[src/rtl/fsm_pkg.sv]
// Shared definitions for the fast-gate conditioner: FSM state encoding,
// default timing windows and a small window-compare helper.
package fsm_pkg;

    typedef enum logic [1:0] {
        FG_IDLE   = 2'd0,
        FG_FIRST  = 2'd1,
        FG_LOCKED = 2'd2,
        FG_LOST   = 2'd3
    } fg_state_t;

    localparam int DEF_DEBOUNCE_CYCLES = 4;
    localparam int DEF_CNT_W           = 24;
    localparam int DEF_PERIOD_MIN      = 1_900_000;
    localparam int DEF_PERIOD_MAX      = 2_100_000;
    localparam int DEF_WIDTH_MIN       = 18_000;
    localparam int DEF_WIDTH_MAX       = 22_000;

    // Inclusive window test on zero-extended counter values.
    function automatic logic in_window(input logic [31:0] value,
                                       input logic [31:0] lo,
                                       input logic [31:0] hi);
        return (value >= lo) && (value <= hi);
    endfunction

endpackage

[src/rtl/debounce_sync.sv]
// Two-flop synchronizer followed by a stability debouncer. The clean level
// follows the synchronized input only after DEBOUNCE_CYCLES consecutive
// cycles of disagreement; a single agreeing cycle restarts the count.
module debounce_sync #(
    parameter int DEBOUNCE_CYCLES = 4
) (
    input  logic clock,
    input  logic reset_signal,
    input  logic raw,
    output logic clean
);

    localparam int              CW       = $clog2(DEBOUNCE_CYCLES + 1);
    localparam logic [CW-1:0]   CNT_LAST = CW'(DEBOUNCE_CYCLES - 1);

    logic [1:0]    sync_r;
    logic [CW-1:0] stable_cnt_r;

    // Synchronize the raw input and debounce the synchronized level.
    always_ff @(posedge clock) begin
        if (!reset_signal) begin
            sync_r       <= 2'b00;
            stable_cnt_r <= '0;
            clean        <= 1'b0;
        end else begin
            sync_r <= {sync_r[0], raw};
            if (sync_r[1] != clean) begin
                if (stable_cnt_r == CNT_LAST) begin
                    clean        <= sync_r[1];
                    stable_cnt_r <= '0;
                end else begin
                    stable_cnt_r <= stable_cnt_r + CW'(1);
                end
            end else begin
                stable_cnt_r <= '0;
            end
        end
    end

endmodule

[src/rtl/fg_conditioner.sv]
// Fast-gate conditioner: cleans the opto and start inputs, measures the gate
// period and open width, and tracks lock on the gate timing. Qualified rise
// pulses are only passed on while the gate timing is locked.
module fg_conditioner
    import fsm_pkg::*;
#(
    parameter int DEBOUNCE_CYCLES = DEF_DEBOUNCE_CYCLES,
    parameter int CNT_W           = DEF_CNT_W,
    parameter int PERIOD_MIN      = DEF_PERIOD_MIN,
    parameter int PERIOD_MAX      = DEF_PERIOD_MAX,
    parameter int WIDTH_MIN       = DEF_WIDTH_MIN,
    parameter int WIDTH_MAX       = DEF_WIDTH_MAX
) (
    input  logic             clock,
    input  logic             reset_signal,
    input  logic             fg_raw,
    input  logic             start_raw,
    output logic             fg_clean,
    output logic             start_clean,
    output logic             fg_rise,
    output logic             fg_qualified,
    output logic [CNT_W-1:0] period_out,
    output logic [CNT_W-1:0] width_out,
    output logic [1:0]       fg_state,
    output logic             fg_lost
);

    // The period counter parks one past the window; that value doubles as
    // the loss timeout and as the period reported for a late rise.
    localparam logic [CNT_W-1:0] PER_LIMIT = CNT_W'(PERIOD_MAX + 1);
    localparam logic [CNT_W-1:0] WID_SAT   = {CNT_W{1'b1}};

    fg_state_t        state_r;
    fg_state_t        state_next_s;
    logic             clean_d_r;
    logic             fg_fall_s;
    logic [CNT_W-1:0] per_cnt_r;
    logic [CNT_W-1:0] wid_cnt_r;
    logic             per_ok_s;
    logic             wid_ok_s;
    logic             timeout_s;

    debounce_sync #(.DEBOUNCE_CYCLES(DEBOUNCE_CYCLES)) u_fg_db (
        .clock        (clock),
        .reset_signal (reset_signal),
        .raw          (fg_raw),
        .clean        (fg_clean)
    );

    debounce_sync #(.DEBOUNCE_CYCLES(DEBOUNCE_CYCLES)) u_start_db (
        .clock        (clock),
        .reset_signal (reset_signal),
        .raw          (start_raw),
        .clean        (start_clean)
    );

    // Edges are decoded from the debounced level and its one-cycle history so
    // the rise pulse coincides with the first cycle fg_clean reads 1.
    assign fg_rise   = fg_clean & ~clean_d_r;
    assign fg_fall_s = ~fg_clean & clean_d_r;

    assign per_ok_s  = in_window(32'(per_cnt_r), 32'(PERIOD_MIN), 32'(PERIOD_MAX));
    assign wid_ok_s  = in_window(32'(wid_cnt_r), 32'(WIDTH_MIN), 32'(WIDTH_MAX));
    assign timeout_s = (per_cnt_r == PER_LIMIT);

    // A rise is qualified only if it keeps an already locked gate locked.
    assign fg_qualified = fg_rise & (state_r == FG_LOCKED) & per_ok_s;
    assign fg_state     = state_r;

    // Track the previous debounced level for edge decoding.
    always_ff @(posedge clock) begin
        if (!reset_signal) begin
            clean_d_r <= 1'b0;
        end else begin
            clean_d_r <= fg_clean;
        end
    end

    // Rise-to-rise period counter with saturation; latch the period on rise.
    always_ff @(posedge clock) begin
        if (!reset_signal) begin
            per_cnt_r  <= '0;
            period_out <= '0;
        end else if (fg_rise) begin
            per_cnt_r <= CNT_W'(1);
            if (state_r != FG_IDLE) begin
                period_out <= per_cnt_r;
            end
        end else if (per_cnt_r != PER_LIMIT) begin
            per_cnt_r <= per_cnt_r + CNT_W'(1);
        end
    end

    // Gate-open width counter; latch the width on the falling edge.
    always_ff @(posedge clock) begin
        if (!reset_signal) begin
            wid_cnt_r <= '0;
            width_out <= '0;
        end else if (fg_clean) begin
            if (wid_cnt_r != WID_SAT) begin
                wid_cnt_r <= wid_cnt_r + CNT_W'(1);
            end
        end else if (fg_fall_s) begin
            width_out <= wid_cnt_r;
            wid_cnt_r <= '0;
        end
    end

    // Lock-tracking next-state logic; a rise wins over a same-cycle timeout
    // and is then judged on the saturated (out-of-window) period.
    always_comb begin
        state_next_s = state_r;
        case (state_r)
            FG_IDLE: begin
                if (fg_rise) state_next_s = FG_FIRST;
                else         state_next_s = FG_IDLE;
            end
            FG_FIRST: begin
                if (fg_rise)        state_next_s = per_ok_s ? FG_LOCKED : FG_LOST;
                else if (timeout_s) state_next_s = FG_LOST;
                else                state_next_s = FG_FIRST;
            end
            FG_LOCKED: begin
                if (fg_rise)                    state_next_s = per_ok_s ? FG_LOCKED : FG_LOST;
                else if (fg_fall_s && !wid_ok_s) state_next_s = FG_LOST;
                else if (timeout_s)             state_next_s = FG_LOST;
                else                            state_next_s = FG_LOCKED;
            end
            FG_LOST: begin
                if (fg_rise) state_next_s = FG_FIRST;
                else         state_next_s = FG_LOST;
            end
            default: state_next_s = FG_IDLE;
        endcase
    end

    // State register and the registered loss indicator.
    always_ff @(posedge clock) begin
        if (!reset_signal) begin
            state_r <= FG_IDLE;
            fg_lost <= 1'b0;
        end else begin
            state_r <= state_next_s;
            fg_lost <= (state_next_s == FG_LOST);
        end
    end

endmodule

[config.mk]
export PLATFORM = sky130hd
export DESIGN_NAME = fg_conditioner
export DESIGN_NICKNAME = d
export VERILOG_FILES = /design/src/rtl/fsm_pkg.sv /design/src/rtl/debounce_sync.sv /design/src/rtl/fg_conditioner.sv
export SDC_FILE = /design/constraint.sdc
export NUM_CORES = 1
export LEC_CHECK = 0
export ABC_CLOCK_PERIOD_IN_PS = 3300
export BUFFER_PORTS_ARGS = -buffer_cell sky130_fd_sc_hd__clkbuf_2
export CAP_MARGIN = 10
export CORE_UTILIZATION = 40
export CTS_CLUSTER_DIAMETER = 100
export DETAILED_ROUTE_END_ITERATION = 12
export PLACE_DENSITY = 0.65
export SYNTH_ARGS = -nofsm -noshare
export SYNTH_HDL_FRONTEND = slang
export SYNTH_SLANG_ARGS = --single-unit
[constraint.sdc]
create_clock -name clock -period 3.3 [get_ports clock]
set_input_delay 0 -clock clock [delete_from_list [all_inputs] [get_ports clock]]
set_output_delay 0 -clock clock [all_outputs]
set_load 0.1 [all_outputs]
# ---- Word level (Yosys, flattened, before mapping)
# Cells that the tools add are included.
# Widths: inputs -> output; s select.
dict set report word_totals {
  regBits 112
  output_inout_bits 55
  word_cells 73
}
dict set report op_classes {
  add_sub_neg 4
  magnitude_cmp 4
  n_eq_ne 12
  mux 14
  bitwise 9
  n_reduce_logical 16
}
# cell n
set ops {}
lappend ops {{$mux 24} 3}
lappend ops {{$add 24x1->24 const B} 2}
lappend ops {{$eq 24x22->1 const B} 1}
lappend ops {{$ge 24x15->1 const B} 1}
lappend ops {{$ge 24x21->1 const B} 1}
lappend ops {{$le 24x15->1 const B} 1}
lappend ops {{$le 24x22->1 const B} 1}
lappend ops {{$ne 24x22->1 const B} 1}
lappend ops {{$ne 24x24->1 const B} 1}
lappend ops {{$reduce_and 2->1} 5}
lappend ops {{$pmux 2 s4} 1}
lappend ops {{$mux 1} 7}
lappend ops {{$add 3x1->3 const B} 2}
lappend ops {{$eq 2x2->1 const B} 3}
lappend ops {{$eq 3x2->1 const B} 2}
lappend ops {{$mux 2} 3}
lappend ops {{$reduce_bool 2->1} 3}
lappend ops {{$reduce_or 3->1} 2}
lappend ops {{$not 1->1} 5}
lappend ops {{$and 1x1->1} 4}
lappend ops {{$logic_and 1x1->1} 3}
lappend ops {{$eq 2x1->1 const B} 1}
lappend ops {{$logic_not 2->1} 1}
lappend ops {{$ne 1x1->1} 2}
lappend ops {{3 further kinds} 3}

# ---- Longest topological paths before layout
dict set report depth {
  depth_word 8
  depth_mapped 8
  ltp_nobuf 7
}

# ---- Hierarchy
# A second synthesis with hierarchy kept.
dict set report hier_totals {
  hier_cells 604
  hier_area_um2 5028.6
}
# mod n_inst cells_per_inst area_each_um2
set by_module_without_submodules {}
lappend by_module_without_submodules {fg_conditioner 1 570 4595.7}
lappend by_module_without_submodules {debounce_sync 2 17 216.5}

# ---- Worst setup path after synthesis
# No wires, ideal clock.
dict set report synth_path {
  kind {register to output}
  startpoint {register u_fg_db.clean}
  endpoint {output fg_qualified}
  arrival_time_ns 4.228
  required_ns 3.300
  path_slack_ns -0.928
  stages_incl_launch_ff 6
  cell_sequence {dfxtp_1 -> buf_4 -> nand2_2 -> inv_1 -> nand2_1 -> nor3_1}
}
dict set report synth_between {
  elab_chain_cells 3
}
# element line
set synth_lines {}
lappend synth_lines {{start, declared} debounce_sync.sv:10} ;# output logic clean
lappend synth_lines {{start signal, assigned} debounce_sync.sv:29} ;# clean <= sync_r[1];
lappend synth_lines {{$and 1x1->1} fg_conditioner.sv:59} ;# assign fg_rise = fg_clean & ~clean_d_r;
lappend synth_lines {{named net fg_rise} fg_conditioner.sv:20} ;# output logic fg_rise,
lappend synth_lines {{$and 1x1->1 (2 in series)} fg_conditioner.sv:67} ;# assign fg_qualified = fg_rise & (state_r == FG_LOCKED) & per_ok_s;
lappend synth_lines {{end, declared} fg_conditioner.sv:21} ;# output logic fg_qualified,
# The timed path passes the listed nets, and every way through them passes these cells.

# ---- Worst setup path after layout
dict set report layout_path {
  startpoint {register per_cnt_r[16]}
  endpoint {output fg_qualified}
}
dict set report layout_between {
  elab_chain_cells 3
  word_cells_on_any_way 4
  cone_classes {order compare: 2; bitwise: 1; reduce/logical: 1}
}
# element line
set layout_lines {}
lappend layout_lines {{start, declared} fg_conditioner.sv:37} ;# logic [CNT_W-1:0] per_cnt_r;
lappend layout_lines {{start signal, assigned} fg_conditioner.sv:90} ;# per_cnt_r <= per_cnt_r + CNT_W'(1);
lappend layout_lines {{$ge 24x21->1 / $le 24x22->1 (equally long branches)} fsm_pkg.sv:23} ;# return (value >= lo) && (value <= hi);
lappend layout_lines {{$logic_and 1x1->1 *} fsm_pkg.sv:23}
lappend layout_lines {{$and 1x1->1 *} fg_conditioner.sv:67}
# Every way passes the cells marked *; elsewhere a longest branch is shown, timed or not.

==> out/summary.txt <==
Status: finished, final reports clean
EDFF count, synth: 0
Final hold vios: 0
Most used DFF post-synth: dfxtp_1
Yosys warns: 0
Initial core utilization: 41.04%
Critical Path Sink: fg_qualified
Largest net degree at the start of global routing: 36
Syn Std Cell Area: 4908 sq um
TritonCTS buffer count: 9
Via count: 4,163
Worst R2R Setup Slack: 1.00 ns
Crit path from: per_cnt_r[16]
Worst path slowest cell: or4_4
Post-synth top cells: 121 x nand2_1, 112 x dfxtp_1, 60 x a21oi_1
Setup_tns: 0 ns
Aggregate global routing overflow: 0
Area after DPL: 5283 sq um
Worst vdd ir: 0.0002592 V
Die X: 112.8 microns
Depth of the CTS H-tree: 3
IO Pins: 59
Hold Slack: 0.2806 ns
CTS sink cnt: 112
Share of the synthesized area in the top cell type: 45.68%
WS Path Type: flip-flop to output port
Reg2reg end: wid_cnt_r[16]
Worst path required time: 3.30 ns
Normalized max-slew margin: 47.23%
Critical Path AT: 2.54 ns
Final net count: 642
Worst min path class: primary input to flip-flop
Post-Layout Inst Area: 5648 sq um
Crit path buf inv count: 1
# diodes: 0
Pwr/cell area: 467.5 nW/um^2
Post-Synthesis Cells: 589
Cells along the critical path: or4_4 -> nor4_4 -> o2bb2ai_1 -> o21ai_1 -> nand2_1 -> nor3_4 -> clkbuf_2
TritonCTS clock tree: done
Placer congestion estimate: 0.8454
Total of max-cap violations: 0
Sequential share of the synthesized area: 45.68%
Syn_area_per_cell: 8.334 sq um
Slew @ Worst Pin: 0.7896 ns
Area contributors post-synth: dfxtp_1 46%, nand2_1 9.3%, a21oi_1 6.1%
Share of layout cells above drive strength 1: 15.30%
Core ar.: 11,960 sq um
Detailed Place HPWL: 7398 microns
Unrepaired setup endpoints after global routing: no
Net Count, Synth: 602
# fillers: 1,181
Clock Pin Slew Worst Setup and Hold Paths: 0.07 ns
FF-to-FF path depth: 6
Worst Clk Skew: 0.005109 ns
Max Fclk: 0.3935 GHz
Max Slew Vio Count: 0
GRT Total Usage: 17.44%
Multi-input logic area: 2450 sq um
Die Area: 12,720 sq um
Routed wire per std cell: 13.59 microns
Asr flop ratio synth: 0%
Number of global-route vias before repair: 3,816
Routed WL: 10,610 microns
Post-layout min period: 2.541 ns
Synth unique cells: 64
Drc violations: 0
Worst path depth: 7
R2R Path Start: wid_cnt_r[15]
Min-delay src: reset_signal
Period utilization: 77.01%
Yosys reg bits: 112
Root Buffer: clkbuf_16
Via/cell ratio: 5.330
Detailed router's first-iteration violation count: 176
IO buf count: 58
Die Ht: 112.8 microns
Global-route wire length before repair: 18,000 microns
Setup-failing EPs final: 0
Clk_lat worst skew: 0.35 ns
Initial DRT Pass Iterations: 4
Register Area: 2242 sq um
Startpoint types: flip-flop
Area leader, netlist: dfxtp_1
Placement Rows: 40
Cell with the most instances after synthesis: nand2_1
Static Leak: 2.106 nW
Setup crit end kind: output port
Initial antenna violation count: 0
CP Max Fanout: 6
Area delta synth->final: 15.07%
Remaining antenna violation count: 0
Maximum clock path buffer count: 2
Worst path top cell family by delay: simple AND/OR/NAND/NOR gates
CP peak stage delay: 0.56 ns
==> per-layer routing <==
layer	wire (microns)	track usage, %
met1	5261	23.48
met2	4772	27.00
met3	403	3.589
met4	175	7.911
met5	0	0
==> what timing repair did <==
item / in CTS / in global routing
endpoints found under the setup margin: 0 / 0
endpoints found under the hold margin: 2 / 0
hold buffers: 2 / 0
setup buffers: 0 / 0
resized for setup: 0 / 0
==> report_power, final <==
group / switching [mW] / total, mW / internal, mW
clock: 0.490 / 1.23 / 0.743
combinational: 0.0313 / 0.0440 / 0.0127
sequential: 0.00716 / 1.36 / 1.36
==> layout by cell type (no fill, tap or decap), types with 5 or more instances in the layout <==
cell type and n:
nor2_1 51, and2_1 5, buf_4 7, clkbuf_16 9, or3_1 10, o31ai_1 5
inv_1 16, ha_1 9, dfxtp_1 112, nand4_1 17, a21oi_1 60, and3_1 10
o21ai_0 5, clkbuf_2 58, nand3_1 20, nor4_1 8, xnor2_1 10, nand2_1 121
nor3_1 5, xor2_1 13
==> metrics by stage <==
stage | power [mW] | utilization (%) | instances | setup WS (ns)
floorplan | 1.426 | - | 589 | 0.2559
CTS | 2.676 | 47.22 | 781 | 0.7366
detailed placement | 1.438 | 44.16 | 763 | 1.051
finish | 2.640 | 47.22 | 781 | 0.7588
global placement | 1.436 | 44.16 | 763 | 1.090
global route | 2.727 | 47.22 | 781 | 0.6084
==> cell type report <==
type	count	share of cell area [%]
repair buffers	67	6.424
flip-flops and latches	112	39.70
well taps	147	3.257
multi-input cells	422	43.38
clock inverters	7	2.127
clock buffers	9	3.988
inverters	17	1.130
==> how the worst min path moves through the flow <==
stage,endpoint,depth (start not counted)
finish,wid_cnt_r[18],2
global route,wid_cnt_r[4],2
CTS,wid_cnt_r[18],2
detailed placement,u_start_db.sync_r[0],2
global placement,u_start_db.sync_r[0],2
floorplan,u_fg_db.sync_r[0],1
==> cell families (layout without fill, tap and decap cells) <==
| group | after synthesis | count (layout) | synth area share, % |
|---|---|---|---|
| fa+ha+maj | 9 | 9 | 2.294 |
| flops | 112 | 112 | 45.68 |
| xor+xnor | 23 | 23 | 4.104 |
| simple gates | 276 | 276 | 27.91 |
| compound gates | 108 | 108 | 14.07 |
| mux | 6 | 6 | 1.300 |
| buf+inv | 55 | 100 | 4.639 |
==> sequential cells by signal, summed over array words and instances (netlist names) <==
name / count
wid_cnt_r: 24
period_out: 24
u_fg_db.sync_r: 2
clean_d_r: 1
u_start_db.clean: 1
per_cnt_r: 24
u_start_db.stable_cnt_r: 3
fg_lost: 1
width_out: 24
u_fg_db.stable_cnt_r: 3
u_start_db.sync_r: 2
fg_state: 2
u_fg_db.clean: 1
No activity file was read; power rests on OpenSTA's default activity.
